===== src/rtl/coeff_fetch_ctrl.sv =====
// Coefficient ROM fetch sequencer: credit-limited burst issue, latency-matched capture, pair FIFO.
// Optional stall_cycles output enabled by defining COEFF_FETCH_STALL_CNT_EN.
module coeff_fetch_ctrl #(
   parameter int unsigned DATA_WIDTH  = 32,
   parameter int unsigned ADDR_WIDTH  = 4,
   parameter int unsigned ROM_LATENCY = 3,
   parameter int unsigned FIFO_DEPTH  = 8
) (
   input  logic                  clk,
   input  logic                  rst_n,
   input  logic                  start,
   input  logic [ADDR_WIDTH-1:0] base_addr,
   input  logic [ADDR_WIDTH:0]   row_count,
   output logic [ADDR_WIDTH-1:0] rom_addr_1,
   output logic [ADDR_WIDTH-1:0] rom_addr_2,
   input  logic [DATA_WIDTH-1:0] rom_data_1,
   input  logic [DATA_WIDTH-1:0] rom_data_2,
   output logic                  out_valid,
   input  logic                  out_ready,
   output logic [DATA_WIDTH-1:0] out_data_1,
   output logic [DATA_WIDTH-1:0] out_data_2,
   output logic                  out_second_valid,
   output logic                  out_last,
   output logic                  busy,
   output logic                  done
`ifdef COEFF_FETCH_STALL_CNT_EN
   ,
   output logic [15:0]           stall_cycles
`endif
);

   localparam int unsigned ROW_W = ADDR_WIDTH + 1;
   localparam int unsigned SUM_W = ROW_W + 1;
   // Stage 0 is the address register itself; the token exits when ROM data is valid.
   localparam int unsigned TOK_N = ROM_LATENCY + 1;
   localparam int unsigned PTR_W = (FIFO_DEPTH > 1) ? $clog2(FIFO_DEPTH) : 1;
   localparam int unsigned CNT_W = $clog2(FIFO_DEPTH + 1);
   localparam int unsigned OUT_W = $clog2(FIFO_DEPTH + TOK_N + 1);

   typedef enum logic [1:0] {StIdle, StIssue, StDrain} state_e;

   state_e                state_q;
   logic [ADDR_WIDTH-1:0] base_q;
   logic [ROW_W-1:0]      count_q;
   logic [ROW_W-1:0]      next_row_q;
   logic [ADDR_WIDTH-1:0] rom_addr_1_q, rom_addr_2_q;
   logic                  busy_q, done_q;
   logic [TOK_N-1:0]      tok_vld_q, tok_sv_q, tok_last_q;

   logic [DATA_WIDTH-1:0] mem_d1_q [FIFO_DEPTH];
   logic [DATA_WIDTH-1:0] mem_d2_q [FIFO_DEPTH];
   logic [FIFO_DEPTH-1:0] mem_sv_q, mem_last_q;
   logic [PTR_W-1:0]      wr_ptr_q, rd_ptr_q;
   logic [CNT_W-1:0]      fifo_cnt_q;

   logic [OUT_W-1:0]      in_flight;
   logic                  credit_ok;
   logic                  issue_sv, issue_last;
   logic                  push, pop, head_last;

   function automatic logic [PTR_W-1:0] ptr_inc(input logic [PTR_W-1:0] p);
      return (p == PTR_W'(FIFO_DEPTH - 1)) ? '0 : p + PTR_W'(1);
   endfunction

   always_comb begin
      in_flight = '0;
      for (int i = 0; i < TOK_N; i++) begin
         in_flight = in_flight + OUT_W'(tok_vld_q[i]);
      end
   end

   // Outstanding pairs (in the ROM pipe or buffered) never exceed the FIFO capacity.
   assign credit_ok  = (in_flight + OUT_W'(fifo_cnt_q)) < OUT_W'(FIFO_DEPTH);
   assign issue_sv   = ({1'b0, next_row_q} + SUM_W'(1)) < {1'b0, count_q};
   assign issue_last = ({1'b0, next_row_q} + SUM_W'(2)) >= {1'b0, count_q};

   assign push      = tok_vld_q[TOK_N-1];
   assign out_valid = (fifo_cnt_q != '0);
   assign pop       = out_valid && out_ready;
   assign head_last = mem_last_q[rd_ptr_q];

   always_ff @(posedge clk or negedge rst_n) begin
      if (!rst_n) begin
         state_q      <= StIdle;
         base_q       <= '0;
         count_q      <= '0;
         next_row_q   <= '0;
         rom_addr_1_q <= '0;
         rom_addr_2_q <= '0;
         busy_q       <= 1'b0;
         done_q       <= 1'b0;
         tok_vld_q    <= '0;
         tok_sv_q     <= '0;
         tok_last_q   <= '0;
      end else begin
         done_q     <= 1'b0;
         tok_vld_q  <= {tok_vld_q[TOK_N-2:0], 1'b0};
         tok_sv_q   <= {tok_sv_q[TOK_N-2:0], 1'b0};
         tok_last_q <= {tok_last_q[TOK_N-2:0], 1'b0};
         unique case (state_q)
            StIdle: begin
               if (start) begin
                  if (row_count != '0) begin
                     // The first pair issues on the accepting edge.
                     base_q        <= base_addr;
                     count_q       <= row_count;
                     busy_q        <= 1'b1;
                     rom_addr_1_q  <= base_addr;
                     rom_addr_2_q  <= base_addr + ADDR_WIDTH'(1);
                     tok_vld_q[0]  <= 1'b1;
                     tok_sv_q[0]   <= row_count > ROW_W'(1);
                     tok_last_q[0] <= row_count <= ROW_W'(2);
                     next_row_q    <= ROW_W'(2);
                     state_q       <= (row_count <= ROW_W'(2)) ? StDrain : StIssue;
                  end else begin
                     done_q <= 1'b1;
                  end
               end
            end
            StIssue: begin
               if (credit_ok) begin
                  rom_addr_1_q  <= base_q + next_row_q[ADDR_WIDTH-1:0];
                  rom_addr_2_q  <= base_q + next_row_q[ADDR_WIDTH-1:0] + ADDR_WIDTH'(1);
                  tok_vld_q[0]  <= 1'b1;
                  tok_sv_q[0]   <= issue_sv;
                  tok_last_q[0] <= issue_last;
                  next_row_q    <= next_row_q + ROW_W'(2);
                  if (issue_last) begin
                     state_q <= StDrain;
                  end
               end
            end
            StDrain: begin
               if (pop && head_last) begin
                  state_q <= StIdle;
                  busy_q  <= 1'b0;
                  done_q  <= 1'b1;
               end
            end
            default: state_q <= StIdle;
         endcase
      end
   end

   always_ff @(posedge clk) begin
      if (push) begin
         mem_d1_q[wr_ptr_q] <= rom_data_1;
         mem_d2_q[wr_ptr_q] <= rom_data_2;
      end
   end

   always_ff @(posedge clk or negedge rst_n) begin
      if (!rst_n) begin
         wr_ptr_q   <= '0;
         rd_ptr_q   <= '0;
         fifo_cnt_q <= '0;
         mem_sv_q   <= '0;
         mem_last_q <= '0;
      end else begin
         if (push) begin
            mem_sv_q[wr_ptr_q]   <= tok_sv_q[TOK_N-1];
            mem_last_q[wr_ptr_q] <= tok_last_q[TOK_N-1];
            wr_ptr_q             <= ptr_inc(wr_ptr_q);
         end
         if (pop) begin
            rd_ptr_q <= ptr_inc(rd_ptr_q);
         end
         if (push && !pop) begin
            fifo_cnt_q <= fifo_cnt_q + CNT_W'(1);
         end else if (pop && !push) begin
            fifo_cnt_q <= fifo_cnt_q - CNT_W'(1);
         end
      end
   end

`ifdef COEFF_FETCH_STALL_CNT_EN
   logic [15:0] stall_q;

   always_ff @(posedge clk or negedge rst_n) begin
      if (!rst_n) begin
         stall_q <= '0;
      end else if (state_q == StIdle && start && row_count != '0) begin
         stall_q <= '0;
      end else if (state_q == StIssue && !credit_ok && stall_q != 16'hFFFF) begin
         stall_q <= stall_q + 16'd1;
      end
   end

   assign stall_cycles = stall_q;
`endif

   assign rom_addr_1       = rom_addr_1_q;
   assign rom_addr_2       = rom_addr_2_q;
   assign busy             = busy_q;
   assign done             = done_q;
   assign out_data_1       = out_valid ? mem_d1_q[rd_ptr_q] : '0;
   assign out_data_2       = out_valid ? mem_d2_q[rd_ptr_q] : '0;
   assign out_second_valid = out_valid & mem_sv_q[rd_ptr_q];
   assign out_last         = out_valid & head_last;

endmodule


===== config.mk =====
export PLATFORM = sky130hd
export DESIGN_NAME = coeff_fetch_ctrl
export DESIGN_NICKNAME = d
export VERILOG_FILES = /design/src/rtl/coeff_fetch_ctrl.sv
export SDC_FILE = /design/constraint.sdc
export NUM_CORES = 1
export LEC_CHECK = 0
export ABC_AREA = 0
export BUFFER_PORTS_ARGS = -buffer_cell sky130_fd_sc_hd__buf_2
export CELL_PAD_IN_SITES_DETAIL_PLACEMENT = 1
export CELL_PAD_IN_SITES_GLOBAL_PLACEMENT = 1
export CORE_MARGIN = 4
export CORE_UTILIZATION = 50
export CTS_BUF_LIST = sky130_fd_sc_hd__clkbuf_2
export DETAILED_ROUTE_END_ITERATION = 8
export GPL_ROUTABILITY_DRIVEN = 0
export PLACE_DENSITY_LB_ADDON = 0.12
export SETUP_SLACK_MARGIN = 0.02
export SLEW_MARGIN = 20
export SYNTH_ARGS = -nofsm -noshare
export SYNTH_HDL_FRONTEND = slang
export SYNTH_SLANG_ARGS = --single-unit

===== constraint.sdc =====
create_clock -name clk -period 8.6 [get_ports clk]
set_input_delay 0.43 -clock clk [delete_from_list [all_inputs] [get_ports clk]]
set_output_delay 0.43 -clock clk [all_outputs]
set_load 0.005 [all_outputs]

# [Word-level counts from Yosys, hierarchy flattened]
# Memories as Yosys holds them, arrays and structs flattened.
# Index checks and enable logic that the tools add are counted.
[word_totals] ff_bits=64 ram_bits=512 out_inout_bits=77 word_cells=123 n_memories=2
[op_classes] n_addsub=14 magnitude_cmp=8 eq_ne=9 n_mux=55 bitwise_logic=2 n_reduce_logical=17
[mem_list] name="mem_d1_q" words=8 word_bits=32 rd=1 rd_clocked_by_memory_dff=0 wr=1 line="50" text="logic [DATA_WIDTH-1:0] mem_d1_q [FIFO_DEPTH];"
[mem_list] name="mem_d2_q" words=8 word_bits=32 rd=1 rd_clocked_by_memory_dff=0 wr=1 line="51" text="logic [DATA_WIDTH-1:0] mem_d2_q [FIFO_DEPTH];"
[ops] cell="$mux W32" n=2
[ops] cell="$mux W4" n=8
[ops] cell="$mux W1" n=20
[ops] cell="$bwmux W8" n=2
[ops] cell="$pmux W4 S2" n=2
[ops] cell="$mux W5" n=3
[ops] cell="$add A4 B1 Y4 const B" n=3
[ops] cell="$mux W2" n=6
[ops] cell="$ne A2 B2 Y1 const B" n=5
[ops] cell="$pmux W1 S2" n=5
[ops] cell="$pmux W5 S2" n=1
[ops] cell="$add A4 B4 Y4" n=2
[ops] cell="$lt A3 B4 Y1 const B" n=2
[ops] cell="$reduce_and A4 Y1" n=2
[ops] cell="$add A3 B1 Y3 const B" n=2
[ops] cell="$add A5 B1 Y6 const B" n=1
[ops] cell="$add A5 B2 Y6 const B" n=1
[ops] cell="$bmux W1 S3" n=2
[ops] cell="$eq A3 B3 Y1 const B" n=2
[ops] cell="$ge A6 B5 Y1" n=1
[ops] cell="$lt A6 B5 Y1" n=1
[ops] cell="$mux W3" n=2
[ops] cell="$pmux W2 S3" n=1
[ops] cell="$reduce_bool A2 Y1" n=3
[ops] cell="20 further kinds" n=26

# [Longest topological paths before layout]
[logic_depth] word_depth=7 ltp_mapped=11

# [Worst setup path after synthesis]
# Ideal clock, no wire load.
[synth_timing] kind="reg2reg" startpoint="register tok_vld_q[3]" endpoint="register mem_last_q[1]" arrival_ns=5.884 required_time_ns=8.513 slack_ns=2.629 path_stages_with_launch=5 synth_period_minus_slack_ns=5.971 path_cell_list="dfrtp_1 -> clkbuf_1 -> nand2_1 -> nor3_1 -> mux2_2"
[synth_lines] item="start, declared" line="48" text="logic [TOK_N-1:0] tok_vld_q, tok_sv_q, tok_last_q;"
[synth_lines] item="start signal, assigned" line="97" text="tok_vld_q <= {tok_vld_q[TOK_N-2:0], 1'b0};"
[synth_lines] item="end signal, assigned by index" line="162" text="mem_last_q[wr_ptr_q] <= tok_last_q[TOK_N-1];"
[synth_lines] item="end, declared" line="52" text="logic [FIFO_DEPTH-1:0] mem_sv_q, mem_last_q;"

# [Final worst setup path]
[layout_timing] startpoint="register rd_ptr_q[1]" endpoint="output out_data_1[30]"
[layout_between] elab_chain_len=2
[layout_rtl] item="start, declared" line="53" text="logic [PTR_W-1:0] wr_ptr_q, rd_ptr_q;"
[layout_rtl] item="start signal, assigned" line="166" text="rd_ptr_q <= ptr_inc(rd_ptr_q);"
[layout_rtl] item="$mem_v2 Z8 W32"
[layout_rtl] item="$mux W32" line="196" text="assign out_data_1 = out_valid ? mem_d1_q[rd_ptr_q] : '0;"
[layout_rtl] item="end, declared" line="20" text="output logic [DATA_WIDTH-1:0] out_data_1,"
# No other way between the ends.

==> metrics.csv <==
metric,value,unit
grt ovf,0,
post-CTS resize count,0,
Placed Instances,1800,
Worst Hold Margin,0.249,ns
final cell count without fillers,2221,
largest net degree at the start of global routing,117,
Crit path depth,5,
Clock Path Buffers,3,
"EDFF count, synth",512,
Tot GR Track Use,21.8,%
setup_tns,0,ns
Commonest cells post-synth,"edfxtp_1 (512), mux4_2 (132), nor2_1 (76)",
WL/cell,22.7,µm
most common cell in the netlist,edfxtp_1,
"Primary FF master, synth",edfxtp_1,
fraction of layout cells with a size suffix above 1,34.7,%
WHS Path Cells,5,
Die W,220,µm
Synth Register Bits,575,
Final Hold Viols,0,
post-synth cell types,53,
# hold bufs at CTS,165,
DRT Pass-1 Iters,5,
CTS tree,yes,
syn avg cell area,20.7,µm²
Routed Antenna Nets,0,
WP data required,8.17,ns
initial core utilization,50.8,%
R2R depth,5,
Setup Buffers After CTS,0,
min Tclk post-route,4.65,ns
Final Cycle Share,54.1,%
Post-route DRC,0,
H-tree depth,4,
count of pins over their slew limit,0,
row cnt,77,
Post-DP HPWL,25800,µm
"CTS clk-pin slew, worst paths",0.09,ns
PD cells,255,nW/µm²
Setup Skew,0.0554,ns
RSZ-0062 raised after global routing,false,
top-area cell type share of the netlist area,68.2,%
Max Freq,0.215,GHz
Fill cells,3992,
Final #Nets,1621,
Worst path slowest cell,dfrtp_4,
Mapped Cells,1090,
drt total wl,50400,µm
async set-reset flop share out of synthesis,11.0,%
total CTS buffers,145,
CP Capture Type,output pin,
peak supply drop,0.202,mV
die height,220,µm
critical path's top delay family,flip-flops,
via count,12000,
first-pass GRT wire length,78900,µm
fin util,60.7,%
Synth area leaders,"edfxtp_1 (68%), mux4_2 (13%), dfrtp_1 (7.0%), mux2i_1 (3.0%), nor2_1 (1.3%)",
Critical Path AT,4.22,ns
initial antenna violation count,4,
Final setup viols,0,
CP Cell Sequence,buf_4 > mux4_2 > mux2i_1 > nor2_1 > buf_2,
Crit path buffers/inverters,2,
max_slew headroom,25.5,%
Yosys top cell by area,edfxtp_1,
CP max stage delay,1.18,ns
Slew @ Worst Pin,1.12,ns
Post-Syn Area,22600,µm²
Starting DRT DRC Count,751,
status,finished clean,
number of max-cap violations,0,
Port Buffers,153,
synth warn,0,
Leak,0.00997,µW
"Max FO, Critical Path",73,
HP Class,in2reg,
total power,6870,µW
Sink Count,575,
vias in the first global route,13700,
clock latency at the later pin of the worst-skew pair,1.25,ns
"Seq/Total Area, Yosys",75.2,%
core area,44400,µm²
Syn Nets,1191,
critical setup path kind,reg2out,
Critical Path Start Type,register,
root buf cell,clkbuf_2,
die area,48600,µm²
P&R area growth vs syn,19.6,%
I/O pin cnt,154,
Via density,5.41,
-- worst register-to-register path: stages, from the launching register on --
cell,delay [ns]
dfrtp_4,0.69
buf_12,0.78
mux4_2,0.65
mux2i_1,0.41
nor2_1,0.18
o311ai_1,0.31
-- per-stage QoR --
step	worst slack, ns	instance area, µm²
after floorplan	2.63	22600
after global placement	5.14	24000
after detailed placement	5.15	24000
after CTS	3.65	27000
after global routing	3.52	27000
final	3.95	27000
-- where the power goes --
group	switching (µW)	total, µW	internal, µW
registers	165	3220	3060
logic	838	1810	969
clock network	1080	1840	760
total	2090	6870	4780
-- path summary, 6_finish.rpt --
| path | start | end | slack, ns |
|---|---|---|---|
| max in group asynchronous | rst_n | rd_ptr_q[1] | 7.50 |
| worst min-delay path | base_addr[3] | rom_addr_2[3] | 0.25 |
| worst max-delay path | rd_ptr_q[1] | out_data_1[30] | 3.95 |
| worst min register to register | tok_sv_q[0] | tok_sv_q[1] | 0.36 |
| min in group asynchronous | rst_n | count_q[0] | 0.45 |
| worst max register to register | rd_ptr_q[0] | state_q[1] | 5.49 |
-- area by class of cell --
cell class / instances / area (µm²) / share of cell area [%]
inverter: 15 / 61.3 / 0.227
tap: 592 / 741 / 2.75
clock buffer: 205 / 1030 / 3.80
multi-input combinational: 449 / 5320 / 19.7
timing repair buffer: 334 / 2560 / 9.50
antenna: 5 / 12.5 / 0.0464
clock inverter: 46 / 288 / 1.07
sequential: 575 / 17000 / 62.9
-- flip-flops by register name, indices dropped and copies added, names as in the netlist, 2 cells and up --
signal / count
wr_ptr_q: 3
base_q: 4
rom_addr_2: 4
rd_ptr_q: 3
rom_addr_1: 4
tok_vld_q: 4
mem_d2_q: 256
tok_sv_q: 4
state_q: 2
fifo_cnt_q: 4
count_q: 5
mem_last_q: 8
tok_last_q: 4
next_row_q: 4
mem_sv_q: 8
mem_d1_q: 256
-- cell usage in the layout, fill, tap and decap left out, types with 12 or more instances in the layout --
cell type      count
mux4_2           132
dlygate4sd3_1    165
mux2i_1           68
nor2_1            74
mux2_2            12
dfrtp_1           60
clkbuf_2         205
buf_2            153
buf_4             14
edfxtp_1         512
ha_1              22
nand2_1           48
clkinv_1          30
-- metal layers --
metal	GRT usage (%)	up-vias	part of all wire, %
met5	0	-	0.020
met4	7.08	2	1.7
met3	5.71	80	4.9
met2	36.6	316	51
met1	28.2	6280	42
li1	-	5330	-
-- kinds of logic (layout without fill, tap and decap cells) --
group                    after synthesis  count (layout)  synth area share, %
AND/OR/NAND/NOR                      152             152                 2.94
flip-flops                           575             575                 75.2
other                                  0               5                    0
buffers and inverters                 66             600                 1.39
multiplexers                         225             225                 17.6
XOR/XNOR                              11              11                0.427
adder cells (fa/ha/maj)               24              24                 1.40
AO/OA/AOI/OAI                         37              37                 1.07
No activity file was read; power rests on OpenSTA's default activity.
